### config.mk
export PLATFORM = sky130hd
export DESIGN_NAME = chroma_cline_fetch_sequencer
export DESIGN_NICKNAME = d
export VERILOG_FILES = /design/src/rtl/chroma_cline_fetch_sequencer_pkg.sv /design/src/rtl/chroma_cline_fetch_sequencer_span_calc.sv /design/src/rtl/chroma_cline_fetch_sequencer.sv
export SDC_FILE = /design/constraint.sdc
export NUM_CORES = 1
export LEC_CHECK = 0
export ABC_AREA = 1
export CELL_PAD_IN_SITES_DETAIL_PLACEMENT = 1
export CELL_PAD_IN_SITES_GLOBAL_PLACEMENT = 1
export CORE_MARGIN = 8
export CORE_UTILIZATION = 37
export CTS_CLUSTER_DIAMETER = 200
export DETAILED_ROUTE_END_ITERATION = 8
export PLACE_DENSITY_LB_ADDON = 0.15
export SLEW_MARGIN = 20
export SYNTH_ARGS = -nofsm -noshare
export SYNTH_HDL_FRONTEND = slang
export SYNTH_SLANG_ARGS = --single-unit
### constraint.sdc
create_clock -name clk -period 3.6 [get_ports clk]
set_input_delay 0.72 -clock clk [delete_from_list [all_inputs] [get_ports clk]]
set_output_delay 0.72 -clock clk [all_outputs]
set_load 0.01 [all_outputs]
### src/rtl/chroma_cline_fetch_sequencer_pkg.sv
// Shared cache geometry and sequencer state encoding for the chroma
// reference cache front end.
package cache_configs_def;

    // log2 of cache-line width / height in chroma pixels
    localparam int unsigned C_L_H_SIZE_C = 3;
    localparam int unsigned C_L_V_SIZE_C = 2;

    typedef enum logic [1:0] {
        STATE_IDLE  = 2'd0,
        STATE_CALC  = 2'd1,
        STATE_ISSUE = 2'd2
    } seq_state_e;

endpackage

### src/rtl/chroma_cline_fetch_sequencer_span_calc.sv
// Combinational span calculator: maps a block's start pixel and extent to
// the number of extra cache-line columns/rows it touches and the line count.
module chroma_cline_span_calc
    import cache_configs_def::*;
#(
    parameter int unsigned PIC_X_WDTH    = 11,
    parameter int unsigned PIC_Y_WDTH    = 11,
    parameter int unsigned CHMA_DIM_WDTH = 3,
    parameter int unsigned CHMA_DIM_HIGT = 3
) (
    input  logic [PIC_X_WDTH-1:0]    start_x_i,
    input  logic [PIC_Y_WDTH-1:0]    start_y_i,
    input  logic [CHMA_DIM_WDTH-1:0] wdt_i,
    input  logic [CHMA_DIM_HIGT-1:0] hgt_i,
    output logic [1:0]               dx_o,
    output logic [1:0]               dy_o,
    output logic [3:0]               cnt_o
);

    logic [PIC_X_WDTH-1:0] end_x;
    logic [PIC_Y_WDTH-1:0] end_y;
    logic [2:0]            ncol;
    logic [2:0]            nrow;
    logic [5:0]            prod;

    // Line-index difference taken on the two bits above the in-line offset;
    // modulo-4 subtraction handles coordinate wrap naturally.
    always_comb begin
        end_x = start_x_i + PIC_X_WDTH'(wdt_i);
        end_y = start_y_i + PIC_Y_WDTH'(hgt_i);
        dx_o  = end_x[C_L_H_SIZE_C+1:C_L_H_SIZE_C] - start_x_i[C_L_H_SIZE_C+1:C_L_H_SIZE_C];
        dy_o  = end_y[C_L_V_SIZE_C+1:C_L_V_SIZE_C] - start_y_i[C_L_V_SIZE_C+1:C_L_V_SIZE_C];
        ncol  = {1'b0, dx_o} + 3'd1;
        nrow  = {1'b0, dy_o} + 3'd1;
        prod  = {3'b000, ncol} * {3'b000, nrow};
        cnt_o = prod[3:0];
    end

endmodule

### src/rtl/chroma_cline_fetch_sequencer.sv
// Chroma cache-line fetch sequencer: accepts one reference block, computes
// the cache lines it covers and issues them in raster order.
// Optional performance counters: define CH_CLINE_SEQ_PERF_EN.
module chroma_cline_fetch_sequencer
    import cache_configs_def::*;
#(
    parameter int unsigned CHMA_DIM_WDTH = 3,
    parameter int unsigned CHMA_DIM_HIGT = 3,
    parameter int unsigned PIC_X_WDTH    = 11,
    parameter int unsigned PIC_Y_WDTH    = 11
) (
    input  logic                             clk,
    input  logic                             reset,
    input  logic                             blk_valid_in,
    output logic                             blk_ready_out,
    input  logic [PIC_X_WDTH-1:0]            start_x_in,
    input  logic [PIC_Y_WDTH-1:0]            start_y_in,
    input  logic [CHMA_DIM_WDTH-1:0]         rf_blk_wdt_in,
    input  logic [CHMA_DIM_HIGT-1:0]         rf_blk_hgt_in,
    input  logic                             flush_in,
    output logic                             cline_valid_out,
    input  logic                             cline_ready_in,
    output logic [PIC_X_WDTH-C_L_H_SIZE_C-1:0] cline_x_out,
    output logic [PIC_Y_WDTH-C_L_V_SIZE_C-1:0] cline_y_out,
    output logic                             cline_last_out,
    output logic [3:0]                       cline_cnt_out
`ifdef CH_CLINE_SEQ_PERF_EN
    ,
    output logic [31:0]                      perf_blk_cnt_out,
    output logic [31:0]                      perf_cline_cnt_out
`endif
);

    localparam int unsigned CX_W = PIC_X_WDTH - C_L_H_SIZE_C;
    localparam int unsigned CY_W = PIC_Y_WDTH - C_L_V_SIZE_C;

    seq_state_e               state_q, state_d;
    logic [PIC_X_WDTH-1:0]    sx_q, sx_d;
    logic [PIC_Y_WDTH-1:0]    sy_q, sy_d;
    logic [CHMA_DIM_WDTH-1:0] wdt_q, wdt_d;
    logic [CHMA_DIM_HIGT-1:0] hgt_q, hgt_d;
    logic [1:0]               dx_q, dx_d, dy_q, dy_d;
    logic [1:0]               ix_q, ix_d, iy_q, iy_d;
    logic [3:0]               cnt_q, cnt_d;
    logic [CX_W-1:0]          bx_q, bx_d;
    logic [CY_W-1:0]          by_q, by_d;

    logic [1:0] span_dx, span_dy;
    logic [3:0] span_cnt;
    logic       accept, hs, at_row_end;

    chroma_cline_span_calc #(
        .PIC_X_WDTH   (PIC_X_WDTH),
        .PIC_Y_WDTH   (PIC_Y_WDTH),
        .CHMA_DIM_WDTH(CHMA_DIM_WDTH),
        .CHMA_DIM_HIGT(CHMA_DIM_HIGT)
    ) u_span (
        .start_x_i(sx_q),
        .start_y_i(sy_q),
        .wdt_i    (wdt_q),
        .hgt_i    (hgt_q),
        .dx_o     (span_dx),
        .dy_o     (span_dy),
        .cnt_o    (span_cnt)
    );

    // Next-state and output decode; flush overrides any same-cycle handshake.
    always_comb begin
        state_d    = state_q;
        sx_d       = sx_q;
        sy_d       = sy_q;
        wdt_d      = wdt_q;
        hgt_d      = hgt_q;
        dx_d       = dx_q;
        dy_d       = dy_q;
        ix_d       = ix_q;
        iy_d       = iy_q;
        cnt_d      = cnt_q;
        bx_d       = bx_q;
        by_d       = by_q;

        blk_ready_out   = (state_q == STATE_IDLE);
        cline_valid_out = (state_q == STATE_ISSUE);
        at_row_end      = (ix_q == dx_q);
        cline_last_out  = cline_valid_out && at_row_end && (iy_q == dy_q);
        cline_x_out     = bx_q + CX_W'(ix_q);
        cline_y_out     = by_q + CY_W'(iy_q);
        cline_cnt_out   = cnt_q;
        accept          = blk_ready_out && blk_valid_in && !flush_in;
        hs              = cline_valid_out && cline_ready_in && !flush_in;

        case (state_q)
            STATE_IDLE: begin
                if (accept) begin
                    sx_d    = start_x_in;
                    sy_d    = start_y_in;
                    wdt_d   = rf_blk_wdt_in;
                    hgt_d   = rf_blk_hgt_in;
                    state_d = STATE_CALC;
                end
            end
            STATE_CALC: begin
                if (flush_in) begin
                    state_d = STATE_IDLE;
                end else begin
                    dx_d    = span_dx;
                    dy_d    = span_dy;
                    cnt_d   = span_cnt;
                    bx_d    = sx_q[PIC_X_WDTH-1:C_L_H_SIZE_C];
                    by_d    = sy_q[PIC_Y_WDTH-1:C_L_V_SIZE_C];
                    ix_d    = '0;
                    iy_d    = '0;
                    state_d = STATE_ISSUE;
                end
            end
            STATE_ISSUE: begin
                if (flush_in) begin
                    state_d = STATE_IDLE;
                end else if (hs) begin
                    if (at_row_end) begin
                        ix_d = '0;
                        if (iy_q == dy_q) begin
                            iy_d    = '0;
                            state_d = STATE_IDLE;
                        end else begin
                            iy_d = iy_q + 2'd1;
                        end
                    end else begin
                        ix_d = ix_q + 2'd1;
                    end
                end
            end
            default: state_d = STATE_IDLE;
        endcase
    end

    // State and datapath registers with synchronous active-low reset.
    always_ff @(posedge clk) begin
        if (!reset) begin
            state_q <= STATE_IDLE;
            sx_q    <= '0;
            sy_q    <= '0;
            wdt_q   <= '0;
            hgt_q   <= '0;
            dx_q    <= '0;
            dy_q    <= '0;
            ix_q    <= '0;
            iy_q    <= '0;
            cnt_q   <= '0;
            bx_q    <= '0;
            by_q    <= '0;
        end else begin
            state_q <= state_d;
            sx_q    <= sx_d;
            sy_q    <= sy_d;
            wdt_q   <= wdt_d;
            hgt_q   <= hgt_d;
            dx_q    <= dx_d;
            dy_q    <= dy_d;
            ix_q    <= ix_d;
            iy_q    <= iy_d;
            cnt_q   <= cnt_d;
            bx_q    <= bx_d;
            by_q    <= by_d;
        end
    end

`ifdef CH_CLINE_SEQ_PERF_EN
    logic [31:0] perf_blk_q, perf_cline_q;

    // Saturating activity counters; only reset clears them.
    always_ff @(posedge clk) begin
        if (!reset) begin
            perf_blk_q   <= '0;
            perf_cline_q <= '0;
        end else begin
            if (accept && (perf_blk_q != '1)) begin
                perf_blk_q <= perf_blk_q + 32'd1;
            end
            if (hs && (perf_cline_q != '1)) begin
                perf_cline_q <= perf_cline_q + 32'd1;
            end
        end
    end

    assign perf_blk_cnt_out   = perf_blk_q;
    assign perf_cline_cnt_out = perf_cline_q;
`else
    // No performance counters in this build.
`endif

endmodule

==> results.cfg <==
[run_status]
status = complete, no violations

[power]
seq_power_share = 0.483
power_switching_mw = 0.3815
ir_drop_uv = 160.8
power_switching_share = 0.2610
p_leak_nw = 1.549
p_clk_frac = 0.379
p_int_mw = 1.080
combPwrFrac = 0.138
p_per_area_mw_per_mm2 = 399.3

[grt]
grt_antenna_before_repair = 0
grt_pass1_vias = 2595
grt_pass1_wl_mm = 12.50
overflow = 0
grt_max_degree = 47
grtUsageTotal = 0.1394

[logic_synthesis]
ys_warn_count = 0
syn-num-nets = 437
yosysSeqAreaShare = 0.4081
avgSynthCellArea_um2 = 7.478
synth_seq_cells = 59
ys_types = 29
syn_inst = 387
netlist_area_mm2 = 0.002894

[critical_path]
required_ns = 2.88
crit_arrival_ns = 2.62
crit_fanout = 6
crit_type = flop to output port
slowest_delay_ns = 0.56
cp_slowest_cell = clkdlybuf4s50_1
crit_chain = ha_1 > inv_1 > fa_1 > inv_1 > nand4_1 > nor3_1 > xor2_1 > clkdlybuf4s50_1
crit_path_start_kind = flop
end_kind = output port
crit_top_cell = inv_1

[floorplan]
core_mm2 = 0.007647
start_util = 0.3784
die_h_um = 104.4
die_w_um = 104.4
num_rows = 32
die_area_mm2 = 0.01091
ioPinCount = 57

[placement]
port_buffers = 56
dp_hpwl_mm = 5.481
place.gp.congestion = 0.8210
place_inst = 531

[sta]
max_slew_margin = 0.6533
fmax_mhz = 299.8
hold_violations = 0
skew_ns = 0.009201
period_minus_slack_ns = 3.336
rsz0062_at_grt = no
tightestPinTransition_ns = 0.5195
post-route-period-util = 0.9266
tns_ns = 0
report.final.slew_viol_count = 0
setup_viol_count_final = 0

[clock_network]
cts_buffers = 9
ctsHtreeMaxLevel = 3
clkLatencyLatePin_ns = 0.33
cts_setup_buffers = 0
clock_path_buffers = 2
post_cts_resized = 0
cts_tree = built
cts_hold_buf = 0
cts_root_buffer = clkbuf_8
cts.sinks = 59
clk_pin_slew_worst_paths_ns = 0.07

[routing]
drt_iter0_markers = 47
dr.pass1.iters = 4
ant_nets = 0
avgRoutedWirePerCell_um = 13.45
viasPerCell = 4.692
totalWireLength_mm = 7.345
post-route-drc-count = 0
vias = 2562

[layout]
drive_above_1_share = 0.06081
n_antenna_cell = 0
nets = 490
area_growth_syn_to_layout_pct = 26.50
instances_no_fill = 546
final_cell_mix = nor2_1, nand2_1, dfxtp_1
mostFrequentLayoutCell = nor2_1
fillerInstances = 977
utilization = 0.4787

[min_path]
hold_class = flop to flop

[flow_run]
drv_cap = 0
critical path, delay by kind of cell, from the launching register on:
kind                       cells  cell delay, ns
xor gates and xnor gates       1            0.17
and+or+nand+nor                2            0.36
adders and majority gates      2            0.62
DFF                            1            0.43
buffers and inverters          3            0.71
state kept, by name, indices dropped and copies added, names as in the netlist:
register,flops
bx_q,8
iy_q,2
sx_q,11
dx_q,2
wdt_q,3
ix_q,2
cline_cnt_out,4
by_q,9
dy_q,2
state_q,2
hgt_q,3
sy_q,11
kinds of logic (layout without fill, tap and decap cells):
| family | Yosys count | after routing | synth area share |
|---|---|---|---|
| buf+inv | 61 | 118 | 0.09900 |
| fa+ha+maj | 17 | 17 | 0.08128 |
| xor+xnor | 16 | 16 | 0.04842 |
| compound gates | 80 | 80 | 0.1427 |
| flops | 59 | 59 | 0.4081 |
| simple gates | 154 | 154 | 0.2205 |
cell usage after synthesis:
cell | n | area [um2]
nor2_1 | 68 | 255.2
nand2_1 | 61 | 229.0
dfxtp_1 | 59 | 1181
inv_1 | 40 | 150.1
a21oi_1 | 32 | 160.2
o21ai_0 | 29 | 145.1
o21ai_1 | 15 | 75.07
ha_1 | 14 | 175.2
xor2_1 | 12 | 105.1
nand3_1 | 11 | 55.05
buf_6 | 6 | 67.56
clkbuf_1 | 5 | 18.77
nand4_1 | 5 | 31.28
inv_2 | 4 | 15.01
nor3_1 | 4 | 20.02
xnor2_1 | 4 | 35.03
fa_1 | 3 | 60.06
buf_2 | 2 | 10.01
buf_4 | 2 | 15.01
nor2_2 | 2 | 12.51
a21o_1 | 1 | 7.510
a31o_2 | 1 | 8.760
buf_1 | 1 | 3.750
inv_4 | 1 | 6.260
nand3_2 | 1 | 10.01
nand3_4 | 1 | 17.52
nand3b_1 | 1 | 7.510
o21ai_2 | 1 | 8.760
o21bai_1 | 1 | 7.510
final timing paths:
path | end | from | slack [ns] | depth (start not counted)
worst max-delay path | cline_y_out[8] | iy_q[0]$_SDFFE_PN0P_ | 0.26 | 8
worst min-delay path | by_q[3]$_SDFFE_PN0P_ | sy_q[5]$_SDFFE_PN0P_ | 0.47 | 2
worst max register to register | cline_cnt_out[3]$_SDFFE_PN0P_ | sx_q[2]$_SDFFE_PN0P_ | 0.35 | 16
worst min register to register | by_q[3]$_SDFFE_PN0P_ | sy_q[5]$_SDFFE_PN0P_ | 0.47 | 2
power by group through the flow:
stage,registers (mW),logic [mW],clock network [mW]
floorplan,0.715,0.129,0
global placement,0.718,0.199,0
detailed placement,0.720,0.206,0
CTS,0.706,0.207,0.567
global route,0.709,0.232,0.597
finish,0.706,0.202,0.554
metrics by stage:
stage	instance area (um2)	worst slack, ns	total power, mW	hold WS [ns]
after floorplan	2894	0.6126	0.8437	0.4395
after global placement	3482	0.4737	0.9177	0.4508
after detailed placement	3482	0.3494	0.9265	0.4568
after CTS	3661	0.2112	1.480	0.4704
after global routing	3661	0.06425	1.538	0.4950
final	3661	0.2644	1.462	0.4679
metal layers:
metal / up-vias / wire length [um] / GRT usage
met5: - / 0 / 0
met4: 0 / 100 / 0.06205
met3: 8 / 246 / 0.03284
met2: 42 / 3539 / 0.2322
met1: 1177 / 3459 / 0.1661
li1: 1335 / - / -
final cells by class:
class	count	area, um2	share of cell area
Multi-Input combinational cell	267	1426	0.3896
Sequential cell	59	1181	0.3226
Timing Repair Buffer	58	575.6	0.1572
Inverter	45	171.4	0.04682
Clock buffer	13	168.9	0.04614
Tap cell	102	127.6	0.03486
Clock inverter	2	10.01	0.002734
Note: power is estimated with default switching activity, not from simulation.
